**src/rtl/scoreboard_hazard_unit_pkg.sv**
```systemverilog
// -----------------------------------------------------------------------------
// scoreboard_hazard_unit_pkg
//   Shared constants, types and helpers for the register scoreboard.
//   - SB_* constants: default sizing of the scoreboard (registers, latency).
//   - LAT_VARIABLE: latency code of a variable-latency producer. Such a
//     producer finishes through the completion port.
//   - lat_onehot / row_index / clamp_lat: conversions between a latency value
//     and a one-hot writeback-countdown row.
//   The helper widths follow the SB_* constants. The top-level parameters
//   default to these values and are expected to keep them.
// -----------------------------------------------------------------------------
package scoreboard_hazard_unit_pkg;

  localparam int SB_NUM_REGS = 32;
  localparam int SB_REG_W    = 5;
  localparam int SB_MAX_LAT  = 5;
  localparam int SB_LAT_W    = 3;

  typedef logic [SB_LAT_W-1:0]   lat_t;
  typedef logic [SB_MAX_LAT-1:0] wb_row_t;
  typedef logic [SB_REG_W-1:0]   reg_idx_t;

  // Latency code 0 marks a producer whose writeback time is unknown at issue.
  localparam lat_t LAT_VARIABLE = '0;

  // Breakdown of why issue is blocked.
  typedef struct packed {
    logic raw;      // a checked source is not yet readable or forwardable
    logic waw;      // an older write to rd would land at or after this one
    logic wb_port;  // the writeback slot for this latency is already taken
  } hazard_t;

  // An out-of-range latency is treated as the longest legal fixed latency.
  function automatic lat_t clamp_lat(input lat_t lat);
    return (lat > lat_t'(SB_MAX_LAT)) ? lat_t'(SB_MAX_LAT) : lat;
  endfunction

  // Fixed latency L becomes a one-hot row with bit L-1 set. The row holds
  // "cycles until writeback" as seen from the cycle after issue.
  // LAT_VARIABLE maps to an all-zero row.
  function automatic wb_row_t lat_onehot(input lat_t lat);
    wb_row_t oh;
    oh = '0;
    for (int k = 0; k < SB_MAX_LAT; k++) begin
      if (lat == lat_t'(k + 1)) oh[k] = 1'b1;
    end
    return oh;
  endfunction

  // Returns the position of the set bit in a one-hot row, or 0 for an
  // empty row.
  function automatic lat_t row_index(input wb_row_t row);
    lat_t idx;
    idx = '0;
    for (int k = 0; k < SB_MAX_LAT; k++) begin
      if (row[k]) idx = lat_t'(k);
    end
    return idx;
  endfunction

endpackage

```
**src/rtl/scoreboard_hazard_unit_row.sv**
```systemverilog
// -----------------------------------------------------------------------------
// scoreboard_row
//   Scoreboard state for one architectural register: the pending flag and
//   the one-hot writeback-countdown row.
//   Ports:
//     clock_i      system clock
//     reset_i      synchronous, active-high; clears pend and row
//     flush_i      synchronous squash; clears pend and row
//     alloc_i      a new producer for this register issues this cycle
//     alloc_row_i  countdown row to load on allocation (0 = variable latency)
//     cpl_i        the completion port names this register this cycle
//     pend_o       register has an outstanding write
//     row_o        writeback countdown; bit k = writeback k cycles from now
// -----------------------------------------------------------------------------
module scoreboard_row
  import scoreboard_hazard_unit_pkg::*;
#(
  parameter int MAX_LAT = SB_MAX_LAT
) (
  input  logic               clock_i,
  input  logic               reset_i,
  input  logic               flush_i,
  input  logic               alloc_i,
  input  logic [MAX_LAT-1:0] alloc_row_i,
  input  logic               cpl_i,
  output logic               pend_o,
  output logic [MAX_LAT-1:0] row_o
);

  logic               pend_q, pend_d;
  logic [MAX_LAT-1:0] row_q,  row_d;

  always_comb begin
    // NOTE: every variable written here gets a default first, so no path
    // leaves it unassigned and no latch is inferred.
    pend_d = pend_q;
    row_d  = row_q >> 1;

    // A fixed-latency writeback happens this cycle, so the register is free
    // from the next cycle on.
    if (pend_q && row_q[0]) pend_d = 1'b0;

    // A completion only retires a variable-latency entry (empty row).
    // Completions that name a fixed-latency or idle register are ignored.
    if (pend_q && (row_q == '0) && cpl_i) pend_d = 1'b0;

    // A new producer takes precedence over both retirements above.
    if (alloc_i) begin
      pend_d = 1'b1;
      row_d  = alloc_row_i;
    end
  end

  always_ff @(posedge clock_i) begin
    // NOTE: sequential state uses non-blocking assignments only. The
    // countdown row is a handful of flops rather than a RAM, so it is cleared
    // on reset and flush together with the pending flag.
    if (reset_i || flush_i) begin
      pend_q <= 1'b0;
      row_q  <= '0;
    end else begin
      pend_q <= pend_d;
      row_q  <= row_d;
    end
  end

  assign pend_o = pend_q;
  assign row_o  = row_q;

  // The row is one-hot or empty. It can only be non-empty while pending.
  row_shape_a: assert property (@(posedge clock_i) disable iff (reset_i)
    $onehot0(row_q) && (pend_q || (row_q == '0)));

endmodule

```
**src/rtl/scoreboard_hazard_unit.sv**
```systemverilog
// -----------------------------------------------------------------------------
// scoreboard_hazard_unit
//   Register scoreboard and issue-stall generation. It covers RAW hazards on
//   NUM_SRC sources, WAW hazards on the destination, and the shared
//   writeback-port structural hazard. It handles fixed-latency producers
//   (1..MAX_LAT) and variable-latency producers (latency 0) that finish
//   through the completion port.
//   Ports:
//     clock            system clock
//     reset            synchronous, active-high; clears all state
//     flush            synchronous squash; clears all pending state
//     issue_valid      an instruction is presented for issue
//     issue_src        NUM_SRC packed source indices (source i at i*REG_W)
//     issue_src_check  per-source check enable
//     issue_writes     instruction writes issue_rd
//     issue_rd         destination register
//     issue_lat        1..MAX_LAT fixed latency, 0 = variable latency
//     cpl_valid        variable-latency completion this cycle
//     cpl_rd           register being completed
//     stall            issue blocked this cycle (combinational)
//     src_fwd          per source: operand comes from the bypass network
//     busy             registered pending vector (bit 0 always 0)
//     wb_column        registered writeback-slot occupancy, bit k = k cycles
// -----------------------------------------------------------------------------
module scoreboard_hazard_unit
  import scoreboard_hazard_unit_pkg::*;
#(
  parameter int NUM_REGS = SB_NUM_REGS,
  parameter int REG_W    = SB_REG_W,
  parameter int NUM_SRC  = 2,
  parameter int MAX_LAT  = SB_MAX_LAT,
  parameter int LAT_W    = SB_LAT_W
) (
  input  logic                     clock,
  input  logic                     reset,
  input  logic                     flush,
  input  logic                     issue_valid,
  input  logic [NUM_SRC*REG_W-1:0] issue_src,
  input  logic [NUM_SRC-1:0]       issue_src_check,
  input  logic                     issue_writes,
  input  logic [REG_W-1:0]         issue_rd,
  input  logic [LAT_W-1:0]         issue_lat,
  input  logic                     cpl_valid,
  input  logic [REG_W-1:0]         cpl_rd,
  output logic                     stall,
  output logic [NUM_SRC-1:0]       src_fwd,
  output logic [NUM_REGS-1:0]      busy,
  output logic [MAX_LAT-1:0]       wb_column
);

  // ---------------------------------------------------------------------------
  // Per-register state
  // ---------------------------------------------------------------------------
  logic [NUM_REGS-1:0] pend;
  logic [MAX_LAT-1:0]  row [NUM_REGS];
  logic [LAT_W-1:0]    lat_eff;
  logic [MAX_LAT-1:0]  alloc_row;
  logic                alloc;

  assign lat_eff   = clamp_lat(issue_lat);
  assign alloc_row = lat_onehot(lat_eff);

  // Register 0 is hard-wired idle: it never allocates and never stalls.
  assign pend[0] = 1'b0;
  assign row[0]  = '0;

  for (genvar r = 1; r < NUM_REGS; r++) begin : g_row
    scoreboard_row #(
      .MAX_LAT (MAX_LAT)
    ) u_row (
      .clock_i     (clock),
      .reset_i     (reset),
      .flush_i     (flush),
      .alloc_i     (alloc && (issue_rd == REG_W'(r))),
      .alloc_row_i (alloc_row),
      .cpl_i       (cpl_valid && (cpl_rd == REG_W'(r))),
      .pend_o      (pend[r]),
      .row_o       (row[r])
    );
  end

  // ---------------------------------------------------------------------------
  // Writeback-slot column: bit k means a fixed-latency result is already
  // scheduled to use the writeback port k cycles from now.
  // ---------------------------------------------------------------------------
  logic [MAX_LAT-1:0] col_q, col_d;

  // Variable-latency producers arbitrate for the port themselves. Their
  // alloc_row is all-zero, so they reserve no slot here.
  assign col_d = (col_q >> 1) | (alloc ? alloc_row : '0);

  always_ff @(posedge clock) begin
    if (reset || flush) begin
      col_q <= '0;
    end else begin
      col_q <= col_d;
    end
  end

  // ---------------------------------------------------------------------------
  // Source (RAW) hazards and forwarding
  // ---------------------------------------------------------------------------
  logic [REG_W-1:0]   src_idx [NUM_SRC];
  logic [NUM_SRC-1:0] src_haz;

  for (genvar i = 0; i < NUM_SRC; i++) begin : g_src
    assign src_idx[i] = issue_src[i*REG_W +: REG_W];
  end

  always_comb begin
    src_haz = '0;
    src_fwd = '0;
    for (int i = 0; i < NUM_SRC; i++) begin
      if (issue_src_check[i] && (src_idx[i] != '0) && pend[src_idx[i]]) begin
        // The operand is usable this cycle when it is written back now
        // (row == 1). It is also usable when a variable-latency producer
        // completes on the port in this same cycle. In both cases the value
        // is only on the bypass network.
        if (row[src_idx[i]] == MAX_LAT'(1)) begin
          src_fwd[i] = 1'b1;
        end else if ((row[src_idx[i]] == '0) && cpl_valid &&
                     (cpl_rd == src_idx[i])) begin
          src_fwd[i] = 1'b1;
        end else begin
          src_haz[i] = 1'b1;
        end
      end
    end
  end

  // ---------------------------------------------------------------------------
  // WAW and structural hazards
  // ---------------------------------------------------------------------------
  logic [MAX_LAT-1:0] rd_row;
  logic               waw;
  logic               wb_conflict;
  hazard_t            haz;

  assign rd_row = row[issue_rd];

  always_comb begin
    waw = 1'b0;
    if (issue_writes && (issue_rd != '0) && pend[issue_rd]) begin
      if (lat_eff == LAT_VARIABLE) begin
        // The new write has no known time. It is only safe when the old
        // write lands this very cycle.
        waw = (rd_row != MAX_LAT'(1));
      end else begin
        // The old write must land strictly before the new one. An old
        // variable-latency write (empty row) is never known to do so.
        waw = (rd_row == '0) || (row_index(rd_row) >= lat_eff);
      end
    end
  end

  // MAX_LAT has no column bit, because nothing can already be booked that
  // far out. Only latencies 1..MAX_LAT-1 can collide.
  always_comb begin
    wb_conflict = 1'b0;
    for (int k = 1; k < MAX_LAT; k++) begin
      if (issue_writes && (lat_eff == LAT_W'(k)) && col_q[k]) wb_conflict = 1'b1;
    end
  end

  assign haz.raw     = |src_haz;
  assign haz.waw     = waw;
  assign haz.wb_port = wb_conflict;

  assign stall = issue_valid && (|haz);
  assign alloc = issue_valid && !stall && issue_writes && (issue_rd != '0);

  assign busy      = pend;
  assign wb_column = col_q;

  // Latencies above MAX_LAT are illegal. The logic above clamps them.
  lat_legal_a: assert property (@(posedge clock) disable iff (reset)
    issue_valid |-> (issue_lat <= LAT_W'(MAX_LAT)));

endmodule

```
**config.mk**
```make
export PLATFORM = sky130hd
export DESIGN_NAME = scoreboard_hazard_unit
export DESIGN_NICKNAME = d
export VERILOG_FILES = /design/src/rtl/scoreboard_hazard_unit_pkg.sv /design/src/rtl/scoreboard_hazard_unit_row.sv /design/src/rtl/scoreboard_hazard_unit.sv
export SDC_FILE = /design/constraint.sdc
export NUM_CORES = 1
export LEC_CHECK = 0
export BUFFER_PORTS_ARGS = -buffer_cell sky130_fd_sc_hd__buf_4
export CAP_MARGIN = 5
export CORE_UTILIZATION = 40
export CTS_BUF_LIST = sky130_fd_sc_hd__clkbuf_16
export DETAILED_ROUTE_END_ITERATION = 10
export HOLD_SLACK_MARGIN = 0.15
export PLACE_DENSITY = 0.65
export SLEW_MARGIN = 20
export SYNTH_ARGS = -nofsm -noshare
export SYNTH_HDL_FRONTEND = slang
export SYNTH_HIERARCHICAL = 1
export SYNTH_SLANG_ARGS = --single-unit
export TNS_END_PERCENT = 50
```
**constraint.sdc**
```tcl
create_clock -name clock -period 6.8 [get_ports clock]
set_input_delay 0.68 -clock clock [delete_from_list [all_inputs] [get_ports clock]]
set_output_delay 0.68 -clock clock [all_outputs]
set_load 0.01 [all_outputs]
```
# == Yosys cells after proc, flatten, opt, wreduce, memory -nomap -nowiden ==
# Index checks and enable logic that the tools add are counted.
# word_totals
output_inout_bits,40
rom_bits,0
mem_bits_rw,0
latch_bits,0
input_bits,31
ff_bits,191
mem_count,0
# classes
reduce_logical,281
n_div,0
mul,0
n_eq_ne,72
shifts,0
add_sub_neg,0
order_cmp,8
muxes,170
n_bitwise,35
# ops
cell,count
$logic_and 1x1->1,177
$logic_not 5->1,34
$eq 5x5->1 const B,32
$mux 4,31
$mux 1,120
$reduce_bool 3->1,31
$eq 5x4->1 const B,16
$bmux 5 s5,3
$reduce_or 2->1,31
$eq 5x3->1 const B,8
$mux 5,7
$not 1->1,31
$eq 5x1->1 const B,4
$eq 5x2->1 const B,4
$ge 6x6->1 const B,3
$lt 5x6->1 const B,3
$mux 3,6
$not 5->6,3
$bmux 1 s5,3
$reduce_bool 5->1,3
$eq 5x5->1,2
$eq 3x2->1 const B,2
$eq 3x3->1 const B,2
$ne 5x1->1 const B,1
other kinds (8),9

# == Logic depth before layout (Yosys ltp) ==
# Gate-level depths: netlist of the first run.
# depth
ltp_word,23
mapped_depth,20

# == By module ==
# The synthesis of the first run kept the hierarchy.
# modules_own_cells
module,cells_each,area_each_um2,n_inst
scoreboard_row,22,245.2,31
scoreboard_hazard_unit,606,4989.8,1

# == Worst setup path before layout of the first run ==
# No wires, ideal clock.
# synth_timing
path_kind,input port to flip-flop
start,input port issue_rd[0]
end,register g_row[2].u_row.row_q[3]
arrival_time_ns,4.297
slack_ns,2.385
cell_stages,19
required_ns,6.682
path_cell_list,buf_6 -> buf_4 -> buf_4 -> mux4_2 -> a21oi_1 -> a32o_1 -> nand3_1 -> a21o_1 -> ha_1 -> nand2b_1 -> a21o_1 -> a221oi_1 -> a211o_1 -> nand4_2 -> buf_6 -> nor4_1 -> buf_6 -> mux2i_1 -> nor3_1
# synth_via
elab_chain_len,22
word_cells_on_any_way,30
classes_between,order compare: 1; eq/ne: 2; mux: 14; bitwise: 1; reduce/logical: 12
# synth_rtl
element,line_no,source
start: declaration,scoreboard_hazard_unit.sv:41,"input logic [REG_W-1:0] issue_rd,"
$not 5->6 (implied by the code),scoreboard_hazard_unit.sv:139,assign rd_row = row[issue_rd];
$bmux 5 s5,scoreboard_hazard_unit.sv:139,
$mux 5 (implied by the code) (2 in series),scoreboard_hazard_unit.sv:139,
$mux 1,scoreboard_hazard_unit_pkg.sv:56,if (row[k]) idx = lat_t'(k);
$mux 3 (3 in series),scoreboard_hazard_unit_pkg.sv:56,
$mux 3,scoreboard_hazard_unit.sv:144,if (lat_eff == LAT_VARIABLE) begin
$mux 3,scoreboard_hazard_unit.sv:143,if (issue_writes && (issue_rd != '0) && pend[issue_rd]) begin
$ge 3x3->1,scoreboard_hazard_unit.sv:151,waw = (rd_row == '0) || (row_index(rd_row) >= lat_eff);
$logic_or 1x1->1,scoreboard_hazard_unit.sv:151,
$mux 1,scoreboard_hazard_unit.sv:144,
$mux 1,scoreboard_hazard_unit.sv:143,
$reduce_or 4->1,scoreboard_hazard_unit.sv:169,assign stall = issue_valid && (|haz);
$logic_and 1x1->1,scoreboard_hazard_unit.sv:169,
$logic_not 1->1,scoreboard_hazard_unit.sv:170,assign alloc = issue_valid && !stall && issue_writes && (issue_rd != '0);
$logic_and 1x1->1 (3 in series),scoreboard_hazard_unit.sv:170,
$logic_and 1x1->1 *,scoreboard_hazard_unit.sv:74,".alloc_i (alloc && (issue_rd == REG_W'(r))),"
$mux 4 *,scoreboard_hazard_unit_row.sv:48,if (alloc_i) begin
end signal: assignment,scoreboard_hazard_unit_row.sv:63,row_q <= row_d;
end: declaration,scoreboard_hazard_unit_row.sv:31,"logic [MAX_LAT-1:0] row_q, row_d;"
# Every way passes the cells marked *; elsewhere a longest branch is shown, timed or not. The select of a mux whose other input is x is not followed.
# A chain may end at the register's enable or synchronous reset.

# == Final worst setup path of the first run ==
# Same ends and word-level chain as after synthesis.

==> impl_metrics.tcl, run 1 <==
set metrics [dict create \
    status "complete, but fails checks" \
    violations "DRC" \
    synth_top_cell_by_area "dfxtp_1" \
    yosysSeqAreaShare_pct 30.4 \
    synth_common_cells "dfxtp_1, mux2i_1, nor3_1, nor2_1, mux4_2" \
    fin_setup_tns_ns 0 \
    yosysUniqueCellTypes 70 \
    nets 1357 \
    cts-root-buf "clkbuf_16" \
    cp.required_ns 7.11 \
    r2r_cells 16 \
    critPathKind "input port to flop" \
    clk_pin_slew_ns 0.07 \
    grt_overflow_total 0 \
    grt_pass1_wl_mm 68.9 \
    period_needed_ns 5.49 \
    period_share_pct 80.7 \
    dieWidth_um 179 \
    worstPathMaxFanout 26 \
    dieArea_um2 32200 \
    die_y_um 179 \
    synth.most_common_cell "dfxtp_1" \
    reg2reg_slack_ns 1.73 \
    whs_path_depth 2 \
    synth_edf_count 0 \
    worst_pin_slew_ns 1.09 \
    cts_tree "yes" \
    synth_nets 1322 \
    multi_input_area_um2 8050 \
    drt-initial-drc-count 1653 \
    gp_congestion 1.01 \
    ys_ff_latch 191 \
    global_route.usage.met2_pct 41.4 \
    synthesis.area_um2 12600 \
    yosysTopAreaCellShare_pct 30.4 \
    synth-main-ff-cell "dfxtp_1" \
    std_cell_rows 64 \
    ys_warn_count 6 \
    fin_cells 1732 \
    drive_gt1_share_pct 23.0 \
    drt_pre_antenna_iters 9 \
    dp_hpwl_mm 31.9 \
    min_to "wb_column[1]$_SDFF_PP0_" \
    hold_buffers 0 \
    pre_cts_slack_ns 0.911 \
    drt-total-wl_mm 45.0 \
    p_per_area_nw_per_um2 175 \
    avgSynthCellArea_um2 9.78 \
    grt_start_max_net_pins 74 \
    setup_viol 0 \
    synth_area_leaders "dfxtp_1, mux4_2, mux2i_1" \
    netlist_instances 1288 \
    cts_setup_buffers 0 \
    initial_utilization_pct 41.0 \
    fillers 2940 \
    critPathLaunch "issue_rd[0]" \
    vias_per_cell 6.64 \
    maxCapViolations 0 \
    grt_setup_unrepaired "false" \
    async_reset_ff_share_pct 0 \
    setup_ws_ns 1.31 \
    total_power_mw 2.43 \
    clock-sinks 191 \
    p_leak_nw 4.69 \
    hold_path_class "flop to flop" \
    cp-start-kind "input port" \
    busiest_layer "met2" \
    max-vdd-ir-drop_v 0.000180 \
    hold_violations 0 \
    clock.fmax_ghz 0.182 \
    met3_usage_pct 5.65 \
    cts_buffers 17 \
    end_kind "flop" \
    track_usage_pct 27.9 \
    drt-wirelength-per-cell_um 26.0 \
    core_region_area_um2 30700 \
    seq_area_um2 3820 \
    portBuffers 69 \
    dp.cells 1700 \
    relSlewSlack_pct 26.9 \
    slew_viol_final 0 \
    htree_levels 4 \
    ctsResizeCount 0 \
    ioPinCount 71 \
    grt_pass1_vias 11000 \
    n_antenna_cell 0 \
    clk_latency_ns 0.46 \
    rr_endpoint "g_row[2].u_row/row_o[3]$_SDFF_PP0_" \
    area_growth_pct 10.5 \
    clk_path_buf_depth 2 \
    dr_total_vias 11500 \
    final_antenna_net_count 0 \
    r2r-start "g_row[15].u_row/row_o[2]$_SDFF_PP0_" \
    drc 10 \
    antenna_found_initial 2 \
    arrival_ns 5.80 \
    hold_path.startpoint "wb_column[2]$_SDFF_PP0_" \
    finClkSkew_ns 0.0176 \
    met1_usage_pct 39.2 \
]
critical path, cell delays in order:
cell,delay [ns]
buf_4,0.40
buf_4,0.39
mux2_1,0.36
a221o_1,0.29
a21oi_1,0.22
a32o_1,0.22
nand3_1,0.10
a21o_1,0.21
ha_1,0.27
nand2b_1,0.14
a21o_1,0.17
a221oi_1,0.24
a211o_1,0.19
nand4_2,0.39
buf_4,0.36
nor4_2,0.80
mux2i_1,0.27
nor3_1,0.06
metrics by stage:
stage	util [%]	hold WS (ns)	area (um2)
after floorplan	-	0.449	12600
after global placement	43.3	0.474	13300
after detailed placement	43.3	0.485	13300
after CTS	45.3	0.495	13900
after global routing	45.3	0.511	13900
final	45.3	0.488	13900
sequential cells by signal, indices dropped and copies added, names as in the netlist:
| signal | cells |
|---|---|
| g_row.u_row/row_o | 155 |
| wb_column | 5 |
| g_row.u_row/pend_o | 31 |
area by class of cell:
cell class,instances,area share (%)
clock buffers,17,3.06
clock inverters,15,1.18
inverters,44,1.19
flip-flops and latches,191,27.5
repair buffers,106,5.72
multi-input cells,963,57.8
well taps,396,3.56
how the worst max path moves through the flow:
stage	endpoint	slack, ns
floorplan	g_row[2].u_row/row_o[3]$_SDFF_PP0_	2.38
global placement	g_row[14].u_row/row_o[2]$_SDFF_PP0_	1.07
detailed placement	g_row[2].u_row/row_o[0]$_SDFF_PP0_	0.91
CTS	g_row[2].u_row/row_o[3]$_SDFF_PP0_	1.38
global route	g_row[2].u_row/pend_o$_SDFFE_PP0P_	0.78
finish	g_row[2].u_row/row_o[3]$_SDFF_PP0_	1.31
logic make-up (layout without fill, tap and decap cells):
logic type      after synthesis  count (layout)  share of synthesized area (%)
buf+inv                     134             182                           6.50
flops                       191             191                           30.4
other cells                   1               1                         0.0298
compound gates              189             189                           9.88
fa+ha+maj                     3               3                          0.298
mux                         236             236                           26.4
xor+xnor                     10              10                          0.696
simple gates                524             524                           25.8
power breakdown:
part | switching [mW] | internal (mW)
sequential | 0.00185 | 1.12
clock | 0.484 | 0.547
combinational | 0.195 | 0.0841
total | 0.681 | 1.75
cells in the final DEF (no fill, tap or decap), drive strengths merged, types with 5 or more instances in the layout:
| cell type | Yosys | layout |
|---|---|---|
| a211o | 5 | 5 |
| a21oi | 17 | 17 |
| a221oi | 6 | 6 |
| a31oi | 38 | 38 |
| and2 | 5 | 5 |
| and3 | 38 | 38 |
| buf | 62 | 106 |
| clkbuf | 28 | 17 |
| clkinv | 3 | 6 |
| dfxtp | 191 | 191 |
| inv | 41 | 47 |
| mux2 | 9 | 9 |
| mux2i | 151 | 151 |
| mux4 | 76 | 76 |
| nand2 | 34 | 34 |
| nand2b | 13 | 13 |
| nand3 | 20 | 20 |
| nand3b | 5 | 5 |
| nor2 | 116 | 116 |
| nor2b | 43 | 43 |
| nor3 | 144 | 144 |
| nor4 | 80 | 80 |
| o21ai | 65 | 65 |
| o221ai | 15 | 15 |
| xor2 | 8 | 8 |
layer usage:
layer | up-vias | wire [um]
li1 | 5019 | -
met1 | 5568 | 19100
met2 | 761 | 19100
met3 | 153 | 4950
met4 | 2 | 1860
met5 | - | 12
Power figures use the tool's default switching activity.
==> run 2: changes to the inputs <==
- PLACE_DENSITY: 0.65 -> 0.67
- clock period: 6.8 -> 4.5 ns (I/O delays scaled with it)
==> impl_metrics.tcl, run 2 (synthesized netlist as in run 1, its figures left out) <==
set metrics [dict create \
    cp.required_ns 4.05 \
    drive_gt1_share_pct 25.6 \
    layout_common_cells "dfxtp_1, mux2i_1, nor3_1, buf_4, nor2_1" \
    hold_path_class "input port to flop" \
    hold_buffers 0 \
    clock.fmax_ghz 0.232 \
    rr_endpoint "g_row[17].u_row/row_o[2]$_SDFF_PP0_" \
    n_antenna_cell 0 \
    drt-initial-drc-count 1429 \
    slew_viol_final 0 \
    cts_setup_buffers 0 \
    grt_pass1_vias 11100 \
    violations "DRC" \
    core_region_area_um2 30700 \
    dieWidth_um 179 \
    setup_viol 0 \
    die_y_um 179 \
    pre_cts_slack_ns -0.0776 \
    arrival_ns 3.86 \
    crit_chain "mux4_2, a22o_1, a211o_1, and3_1, a21o_1, ha_1, nand2b_1, a21o_1, a221oi_1, a211o_1, nand3_1, and2_1, buf_4" \
    status "complete, but fails checks" \
    initial_utilization_pct 41.0 \
    max_stage_delay_ns 0.55 \
    cts-root-buf "clkbuf_16" \
    track_usage_pct 28.2 \
    crit_buf_inv 1 \
    dp_hpwl_mm 32.8 \
    period_needed_ns 4.31 \
    period_share_pct 95.8 \
    hold_path.startpoint "cpl_valid" \
    fin_cells 1776 \
    clk_latency_ns 0.46 \
    htree_levels 4 \
    gp_congestion 1.03 \
    area_growth_pct 13.9 \
    min_to "g_row[28].u_row/pend_o$_SDFFE_PP0P_" \
    antenna_found_initial 0 \
    clk_path_buf_depth 2 \
    r2r_cells 16 \
    relSlewSlack_pct 26.5 \
    p_per_area_nw_per_um2 264 \
    final_antenna_net_count 0 \
    finClkSkew_ns 0.00954 \
    cp_slowest_cell "mux4_2" \
    hold_violations 0 \
    cp-start-kind "flop" \
    dieArea_um2 32200 \
    drt-wirelength-per-cell_um 25.9 \
    clk_pin_slew_ns 0.08 \
    dr_total_vias 11700 \
    whs_path_depth 4 \
    maxCapViolations 0 \
    setup_ws_ns 0.190 \
    cts_buffers 17 \
    clock-sinks 191 \
    grt_start_max_net_pins 77 \
    largest_reg_flops 155 \
    drt-total-wl_mm 46.0 \
    max-vdd-ir-drop_v 0.000278 \
    worst_pin_slew_ns 1.10 \
    grt_setup_unrepaired "false" \
    drc 10 \
    r2r-start "g_row[31].u_row/row_o[4]$_SDFF_PP0_" \
    drt_pre_antenna_iters 9 \
    vias_per_cell 6.60 \
    final_common_cell "dfxtp_1" \
    reg2reg_slack_ns 0.31 \
    std_cell_rows 64 \
    nets 1401 \
    grt_pass1_wl_mm 69.2 \
    dp.cells 1744 \
    critPathKind "flop to output pin" \
    end_kind "output pin" \
    grt_overflow_total 0 \
    portBuffers 69 \
    cts_tree "yes" \
    ioPinCount 71 \
    crit_family "compound AO/OA/AOI/OAI gates" \
    p_leak_nw 4.95 \
    worstPathMaxFanout 5 \
]
-- run 2: changes by cell type in the layout (fill, tap and decap cells not counted), moves of 2 or more --
cell        previous run  this run
clkinv_2               0         3
clkinvlp_4             4         2
buf_12                 0         6
nor4_2                12        10
nor4_1                37        39
inv_1                 43        41
buf_4                106       143
-- run 2: what timing repair did --
action | 4_1_cts | 5_1_grt
hold endpoints to repair | 0 | 0
setup endpoints to repair | 0 | 8
resized for setup | 0 | 3
-- run 2: how the worst max path moves through the flow --
stage                                               end  cells after the start                                 from
floorplan            g_row[2].u_row/row_o[3]$_SDFF_PP0_                     19                          issue_rd[0]
global placement    g_row[17].u_row/row_o[0]$_SDFF_PP0_                     19                          issue_rd[0]
detailed placement  g_row[17].u_row/row_o[2]$_SDFF_PP0_                     19                          issue_rd[0]
CTS                                               stall                     14  g_row[15].u_row/row_o[2]$_SDFF_PP0_
global route                                      stall                     14  g_row[15].u_row/row_o[2]$_SDFF_PP0_
finish                                            stall                     13  g_row[31].u_row/row_o[4]$_SDFF_PP0_
-- run 2: final cells by class --
class	instances	area, um2
timing repair buffer	150	1200
sequential	191	3820
inverter	44	165
multi-input combinational	963	8040
tap	396	495
fill	2944	16400
clock inverter	15	181
clock buffer	17	425
-- run 2: stage by stage --
step	hold slack (ns)	util [%]	setup TNS (ns)	power, mW	cell area [um2]
4_1_cts	0.482	46.6	0	3.78	14300
5_1_grt	0.517	46.6	0	3.88	14300
2_1_floorplan	0.449	-	0	1.97	12600
3_3_place_gp	0.476	44.6	-0.550	2.17	13700
6_report	0.492	46.6	0	3.79	14300
3_5_place_dp	0.496	44.6	-1.29	2.18	13700
-- run 2: worst min-delay path, delay by kind of cell --
family | cells | cell delay [ns]
buffers and inverters | 1 | 0.15
AND/OR/NAND/NOR | 2 | 0.15
AO/OA/AOI/OAI | 1 | 0.15
-- run 2: metal layers --
metal	wire, um	global-route usage, %	vias to the layer above
li1	-	-	5094
met1	19500	39.8	5762
met2	20200	42.1	738
met3	4650	5.49	120
met4	1660	11.3	0
met5	0	0	-
-- run 2: report_power, final --
group	switching, mW	leakage (nW)	internal, mW
clock	0.751	0.295	0.884
combinational	0.308	3.12	0.152
sequential	0.00270	1.54	1.69
total	1.06	4.95	2.73
